`src/rtl/dmem_port_arbiter.sv`:
```
// Data memory port arbiter: shares one memory port between FU Mem loads and LSQ store drain.
// Checks alignment/range/opcode, bounds store priority, and tracks two-cycle load responses.
module dmem_port_arbiter #(
    parameter int MEM_BYTES  = 2048,
    parameter int TAG_W      = 7,
    parameter int STARVE_MAX = 4
) (
    input  logic             clk,
    input  logic             reset,
    input  logic             ld_valid,
    output logic             ld_ready,
    input  logic [31:0]      ld_addr,
    input  logic [2:0]       ld_func3,
    input  logic [TAG_W-1:0] ld_tag,
    input  logic             st_valid,
    output logic             st_ready,
    input  logic [31:0]      st_addr,
    input  logic [31:0]      st_data,
    input  logic             st_half,
    input  logic             flush,
    output logic             mem_issued,
    output logic [6:0]       mem_opcode,
    output logic [2:0]       mem_func3,
    output logic [31:0]      mem_addr,
    output logic             mem_store_wb,
    output logic [31:0]      mem_st_addr,
    output logic [31:0]      mem_st_data,
    output logic             mem_st_half,
    input  logic             mem_valid,
    input  logic [31:0]      mem_data,
    output logic             resp_valid,
    output logic [TAG_W-1:0] resp_tag,
    output logic [31:0]      resp_data,
    output logic             resp_fault,
    output logic             st_fault,
    output logic             proto_err
);

    localparam int SW = $clog2(STARVE_MAX + 1);
    localparam logic [6:0] OP_LOAD = 7'b0000011;
    localparam logic [2:0] F3_LW = 3'b010;
    localparam logic [2:0] F3_LBU = 3'b100;
    localparam logic [SW-1:0] STARVE_LIM = SW'(STARVE_MAX);
    localparam logic [32:0] MEM_END = 33'(MEM_BYTES);

    typedef struct packed {
        logic             v;
        logic             kill;
        logic             fault;
        logic [TAG_W-1:0] tag;
    } pipe_t;

    pipe_t s0, s1, s0_nx, s1_nx;
    logic [SW-1:0] starve_cnt, starve_nx;
    logic [1:0] quiet;
    logic proto_q;

    logic starve_max, st_grant, ld_grant;
    logic ld_bad, st_bad;
    logic [2:0] ld_size, st_size;
    logic [32:0] ld_end, st_end;

    always_comb begin
        ld_size = (ld_func3 == F3_LW) ? 3'd4 : 3'd1;
        ld_end  = {1'b0, ld_addr} + {30'd0, ld_size};
        ld_bad  = 1'b0;
        if (ld_func3 != F3_LW && ld_func3 != F3_LBU) ld_bad = 1'b1;
        if (ld_func3 == F3_LW && ld_addr[1:0] != 2'b00) ld_bad = 1'b1;
        if (ld_end > MEM_END) ld_bad = 1'b1;
    end

    always_comb begin
        st_size = st_half ? 3'd2 : 3'd4;
        st_end  = {1'b0, st_addr} + {30'd0, st_size};
        st_bad  = st_half ? st_addr[0] : (st_addr[1:0] != 2'b00);
        if (st_end > MEM_END) st_bad = 1'b1;
    end

    // Store normally wins; a waiting load breaks through once the store streak hits the limit.
    assign starve_max = (starve_cnt == STARVE_LIM);
    assign st_grant   = st_valid && !(ld_valid && starve_max);
    assign ld_grant   = ld_valid && !st_grant && !flush;
    assign ld_ready   = ld_grant;
    assign st_ready   = st_grant;

    always_comb begin
        starve_nx = starve_cnt;
        if (ld_valid && st_grant)
            starve_nx = starve_max ? starve_cnt : starve_cnt + SW'(1);
        else if (ld_grant || !ld_valid)
            starve_nx = '0;
    end

    assign mem_issued   = ld_grant && !ld_bad;
    assign mem_opcode   = mem_issued ? OP_LOAD : 7'd0;
    assign mem_func3    = mem_issued ? ld_func3 : 3'd0;
    assign mem_addr     = mem_issued ? ld_addr : 32'd0;
    assign mem_store_wb = st_grant && !st_bad;
    assign mem_st_addr  = mem_store_wb ? st_addr : 32'd0;
    assign mem_st_data  = mem_store_wb ? st_data : 32'd0;
    assign mem_st_half  = mem_store_wb && st_half;
    assign st_fault     = st_grant && st_bad;

    always_comb begin
        s0_nx       = '0;
        s0_nx.v     = ld_grant;
        s0_nx.fault = ld_bad;
        s0_nx.tag   = ld_tag;
        s1_nx       = s0;
        s1_nx.kill  = s0.kill || (flush && s0.v);
    end

    // Flush also squashes the entry leaving stage 1 in the same cycle.
    assign resp_valid = s1.v && !s1.kill && !flush;
    assign resp_tag   = resp_valid ? s1.tag : '0;
    assign resp_fault = resp_valid && s1.fault;
    assign resp_data  = (resp_valid && !s1.fault) ? mem_data : 32'd0;
    assign proto_err  = proto_q;

    always_ff @(posedge clk) begin
        if (reset) begin
            s0         <= '0;
            s1         <= '0;
            starve_cnt <= '0;
            proto_q    <= 1'b0;
            quiet      <= 2'd2;
        end else begin
            s0         <= s0_nx;
            s1         <= s1_nx;
            starve_cnt <= starve_nx;
            if (quiet != 2'd0)
                quiet <= quiet - 2'd1;
            else if (mem_valid != (s1.v && !s1.fault))
                proto_q <= 1'b1;
        end
    end

endmodule

```
`config.mk`:
```
export PLATFORM = sky130hd
export DESIGN_NAME = dmem_port_arbiter
export DESIGN_NICKNAME = d
export VERILOG_FILES = /design/src/rtl/dmem_port_arbiter.sv
export SDC_FILE = /design/constraint.sdc
export NUM_CORES = 1
export LEC_CHECK = 0
export ABC_AREA = 1
export BUFFER_PORTS_ARGS = -buffer_cell sky130_fd_sc_hd__buf_2
export CELL_PAD_IN_SITES_DETAIL_PLACEMENT = 0
export CELL_PAD_IN_SITES_GLOBAL_PLACEMENT = 2
export CORE_MARGIN = 3
export CORE_UTILIZATION = 16
export DETAILED_ROUTE_END_ITERATION = 16
export PLACE_DENSITY = 0.84
export SYNTH_ARGS = -nofsm -noshare
export SYNTH_HDL_FRONTEND = slang
export SYNTH_SLANG_ARGS = --single-unit
```
`constraint.sdc`:
```
create_clock -name clk -period 2.98 [get_ports clk]
set_input_delay 0.596 -clock clk [delete_from_list [all_inputs] [get_ports clk]]
set_output_delay 0.596 -clock clk [all_outputs]
set_load 0.02 [all_outputs]
```
Word level (Yosys, flattened, before mapping)
Index checks and enable logic that the tools add are counted.
- add/sub/neg operators: 4
- magnitude comparators: 2
- equal/unequal tests: 6
- mux-type cells: 17
- bitwise gates (word level): 1
- reductions and logical operators: 33
- operators with widths (operator ; count):
    $mux W32 ; 4
    $add A32 B3 Y33 ; 2
    $gt A33 B12 Y1 const B ; 2
    $mux W3 ; 6
    $logic_and A1 B1 Y1 ; 17
    $logic_not A1 Y1 ; 8
    $reduce_bool A2 Y1 ; 4
    $mux W7 ; 1
    $mux W1 ; 5
    $reduce_and A2 Y1 ; 2
    $add A3 B1 Y3 const B ; 1
    $eq A3 B2 Y1 const B ; 1
    $eq A3 B3 Y1 const B ; 1
    $ne A3 B2 Y1 const B ; 1
    $ne A3 B3 Y1 const B ; 1
    $logic_or A1 B1 Y1 ; 2
    $mux W2 ; 1
    $ne A2 B2 Y1 const B ; 1
    $sub A2 B1 Y2 const B ; 1
    $ne A1 B1 Y1 ; 1
    $not A1 Y1 ; 1
- flip-flop bits (word level): 26
- output and inout bits: 154

Longest topological paths before layout
- word-level depth: 10
- depth in mapped cells: 20

Least setup slack after synthesis
No wires, ideal clock.
- kind: input to output
- start: input port st_addr[1]
- end: output port mem_st_data[10]
- arrival: 2.822 ns
- data required time: 2.384 ns
- path slack: -0.438 ns
- stages: 16
- path buffers: 1
- path through: ha_1 > inv_1 > fa_1 > nor2_4 > nand2_4 > nor2_1 > nand2_1 > xnor2_1 > inv_1 > nand2_1 > nor2_1 > nand2_1 > inv_1 > nand3_4 > buf_6 > nor2_1
- longest elaborated chain between the ends: 6
- elaborated cells on any way between the ends: 8
- those cells by class: 1 x add/sub; 1 x order compare; 3 x mux; 3 x reduce/logical
- RTL lines (element ; RTL line ; source):
    from (decl) ; 17 ; input logic [31:0] st_addr,
    $add A32 B3 Y33 / $reduce_bool A2 Y1 (equally long branches) ; 74, 75 ;
    $gt A33 B12 Y1 / $mux W1 (equally long branches) ; 76, 75 ;
    $mux W1 (*) ; 76 ; if (st_end > MEM_END) st_bad = 1'b1;
    $logic_not A1 Y1 (*) ; 98 ; assign mem_store_wb = st_grant && !st_bad;
    $logic_and A1 B1 Y1 (*) ; 98 ;
    $mux W32 (*) ; 100 ; assign mem_st_data = mem_store_wb ? st_data : 32'd0;
    to (decl) ; 27 ; output logic [31:0] mem_st_data,
Mark *: on every way between the ends. The rest lies on a longest branch, timed or not.

Final worst setup path
- start: input port st_half
- end: output port mem_st_data[15]
- longest elaborated chain between the ends: 7
- elaborated cells on any way between the ends: 8
- those cells by class: 1 x add/sub; 1 x order compare; 4 x mux; 2 x reduce/logical
- RTL lines (element ; RTL line ; source):
    from (decl) ; 19 ; input logic st_half,
    $mux W3 ; 73 ; st_size = st_half ? 3'd2 : 3'd4;
    $add A32 B3 Y33 ; 74 ; st_end = {1'b0, st_addr} + {30'd0, st_size};
    $gt A33 B12 Y1 ; 76 ;
    $mux W1 (*) ; 76 ;
    $logic_not A1 Y1 (*) ; 98 ;
    $logic_and A1 B1 Y1 (*) ; 98 ;
    $mux W32 (*) ; 100 ;
Marks and branches as above.

==> reports/qor.yml <==
outcome:
  status: "finished, violations left"
  violations: "setup timing"
worst_setup_path:
  worst_setup_path_start_kind: "input pin"
  crit-reg2reg-launch: "starve_cnt[0]"
  worst-endpoint-arrival_ns: 3.01
  cp-end-kind: "output pin"
  worst_r2r_endpoint: "starve_cnt[2]"
  critPathKind: "input pin to output pin"
  cp.required_ns: 2.38
  critPathMaxFanout: 7
  r2r.worst_path.cells: 8
  crit_path_start: "st_half"
  rrSetupSlack_ns: 1.51
  crit_end: "mem_st_data[15]"
synth:
  mappedNetlistArea_sq_um: 4360
  synth_simple_gate_area_share_pct: 52.6
  synth_cells: 859
  synth-compound-area-share_pct: 3.67
  synth-xor-area-share_pct: 2.81
  ys_types: 31
  synth_top_family_by_area: "simple AND/OR/NAND/NOR gates"
  synthTopCellsByArea: "nand2_1, nor2_1, inv_1, dfxtp_1, buf_4"
  synth.top_cell.area_share_pct: 19.0
  synthMuxAreaShare_pct: 0
  avgSynthCellArea_sq_um: 5.07
  synth_adder_area_share_pct: 2.76
  ys_seq_area_share_pct: 11.5
  ys_warn_count: 0
  synth_top_area_cell: "nand2_1"
  yosys_register_bits: 25
hold_path:
  hp-class: "flop to flop"
floorplanning:
  rows: 59
  die_x_um: 171
  io_pins: 299
  start_util_pct: 16.5
  core_sq_um: 26400
  fp.dieArea_sq_um: 29300
  die_h_um: 171
detailed_routing:
  wl_mm: 18.1
  post-route-drc-count: 0
  vias: 6009
  via_per_inst: 3.81
  drtAntennaViolNets: 0
  firstDrtPassIters: 4
  drt_iter0_markers: 134
  post_drt_wl_per_cell_um: 11.5
final_layout:
  drive_gt1_share_pct: 42.2
  diodes: 0
  stdcell_count: 1578
  syn2layout_area_growth_pct: 90.0
  fin_nets: 1398
  fin_util_pct: 31.3
  final_common_cell: "nand2_1"
  fill_cells: 2927
  final_cell_mix: "nand2_1, buf_2, inv_1"
timing:
  worst_slack_ns: -0.625
  hold_viol: 0
  rsz0062_at_grt: "true"
  setup_viol: 63
  slew_viol_final: 0
  fin_crit_sh_pct: 121
  period_needed_ns: 3.61
  clock_skew_ns: 0.00413
  max_freq_ghz: 0.277
power:
  comb_power_share_pct: 48.5
  p_clk_share_pct: 22.8
  switching_share_pct: 37.6
  peakVddDrop_uv: 222
  switchingPower_uw: 489
  static-leakage-power_uw: 0.00452
  seqPwrFrac_pct: 28.7
  power_density_nw_per_um2: 157
  p_int_uw: 812
clock_network:
  cts_sinks: 25
  cts_tree: "built"
  clock_latency_ns: 0.26
  htree_levels: 1
  cts.clk_slew.worst_paths_ns: 0.06
  cts-buffers-inserted: 3
  ctsLongestPathBuffers: 2
  cts-root-buf: "clkbuf_16"
global_route:
  grt_pass1_vias: 5709
  grt_antenna_before_repair: 1
  grt_max_degree: 33
  globalRoute.totalOverflow: 0
  grt_usage_pct: 11.1
  grt_first_pass_wirelength_mm: 27.2
placement:
  portBuffers: 251
  dp_cells: 1551
  gp_congestion: 0.828
  dpl.hpwl_mm: 15.3
job:
  maxCapViolations: 0
what timing repair did:
item | in CTS | in global routing
endpoints found under the setup margin | 63 | 63
hold buffers | 0 | 0
buffers inserted | 12 | 6
cloned | 4 | 1
gates resized for setup | 191 | 41
pin swaps | 20 | 26
synth_stat cells (all sizes together):
| library cell | number |
|---|---|
| nand3b | 9 |
| or2 | 2 |
| o21bai | 4 |
| nand2 | 225 |
| inv | 190 |
| conb | 1 |
| clkbuf | 6 |
| buf | 54 |
| fa | 1 |
| and2 | 2 |
| nand3 | 39 |
| a31oi | 1 |
| ha | 8 |
| nand4 | 17 |
| a21oi | 13 |
| nor2 | 225 |
| nor4 | 1 |
| xnor2 | 3 |
| dfxtp | 25 |
| o21ai | 11 |
| xor2 | 11 |
| nor3 | 11 |
final cells by class:
cell class | instances | area, sq um | area share (%)
Inverter | 190 | 753 | 9.10
Clock buffer | 3 | 75.1 | 0.907
Multi-Input combinational cell | 630 | 3550 | 42.9
Timing Repair Buffer | 394 | 2970 | 35.9
Clock inverter | 1 | 7.51 | 0.0907
Tap cell | 335 | 419 | 5.06
Sequential cell | 25 | 500 | 6.04
worst max-delay path: stages:
cell and delay [ns]:
buf_8 0.11, buf_6 0.11, fa_2 0.42, nor2_4 0.18, nand2_4 0.10, nor2_4 0.13
nand2_1 0.07, nand2_1 0.05, nand2_1 0.04, nand3b_1 0.16, nor2_1 0.11, nand2_1 0.09
nor2_4 0.14, nand3_4 0.13, buf_12 0.17, buf_16 0.15, nor2_4 0.11, buf_6 0.12
cells by family (layout without fill, tap and decap cells):
family / count (synthesis) / in the layout
adder cells (fa/ha/maj): 9 / 9
other: 1 / 47
XOR/XNOR: 14 / 14
AO/OA/AOI/OAI: 29 / 29
flip-flops: 25 / 25
buffers and inverters: 250 / 588
AND/OR/NAND/NOR: 531 / 531
stage by stage:
step | TNS, ns | setup WS, ns | hold slack (ns) | area [sq um] | power [uW]
finish | -34.18 | -0.625 | 0.401 | 8280 | 1300
global route | -43.96 | -0.772 | 0.417 | 8280 | 1410
CTS | -34.05 | -0.622 | 0.401 | 8050 | 1300
detailed placement | -40.01 | -0.712 | 0.392 | 7110 | 976
global placement | -38.32 | -0.680 | 0.388 | 7110 | 973
floorplan | -9.60 | -0.199 | 0.388 | 5000 | 733
worst min-delay path by stage:
stage	startpoint	to	slack [ns]	cells past startpoint
2_1_floorplan	s0[0]	s1[0]	0.39	2
3_3_place_gp	s0[4]	s1[4]	0.39	2
3_5_place_dp	s0[1]	s1[1]	0.39	2
4_1_cts	s0[1]	s1[1]	0.40	2
5_1_grt	s0[3]	s1[3]	0.42	2
6_report	s0[1]	s1[1]	0.40	2
per-layer routing:
metal,track usage (%),wire (um),up-vias
met5,0,13,-
met4,1.26,211,2
met3,1.36,1190,18
met2,21.5,9200,212
met1,13.5,7480,2581
li1,-,-,3196
sequential cells by signal, summed over array words and instances (netlist names):
register    flops
s1             10
proto_err       1
s0              9
quiet           2
starve_cnt      3
power by group through the flow:
stage | combinational [uW] | sequential (uW) | clock (uW)
5_1_grt | 709 | 378 | 321
4_1_cts | 620 | 373 | 307
2_1_floorplan | 351 | 382 | 0
3_3_place_gp | 593 | 380 | 0
3_5_place_dp | 595 | 381 | 0
6_report | 631 | 373 | 296
No activity file was read; power rests on OpenSTA's default activity.
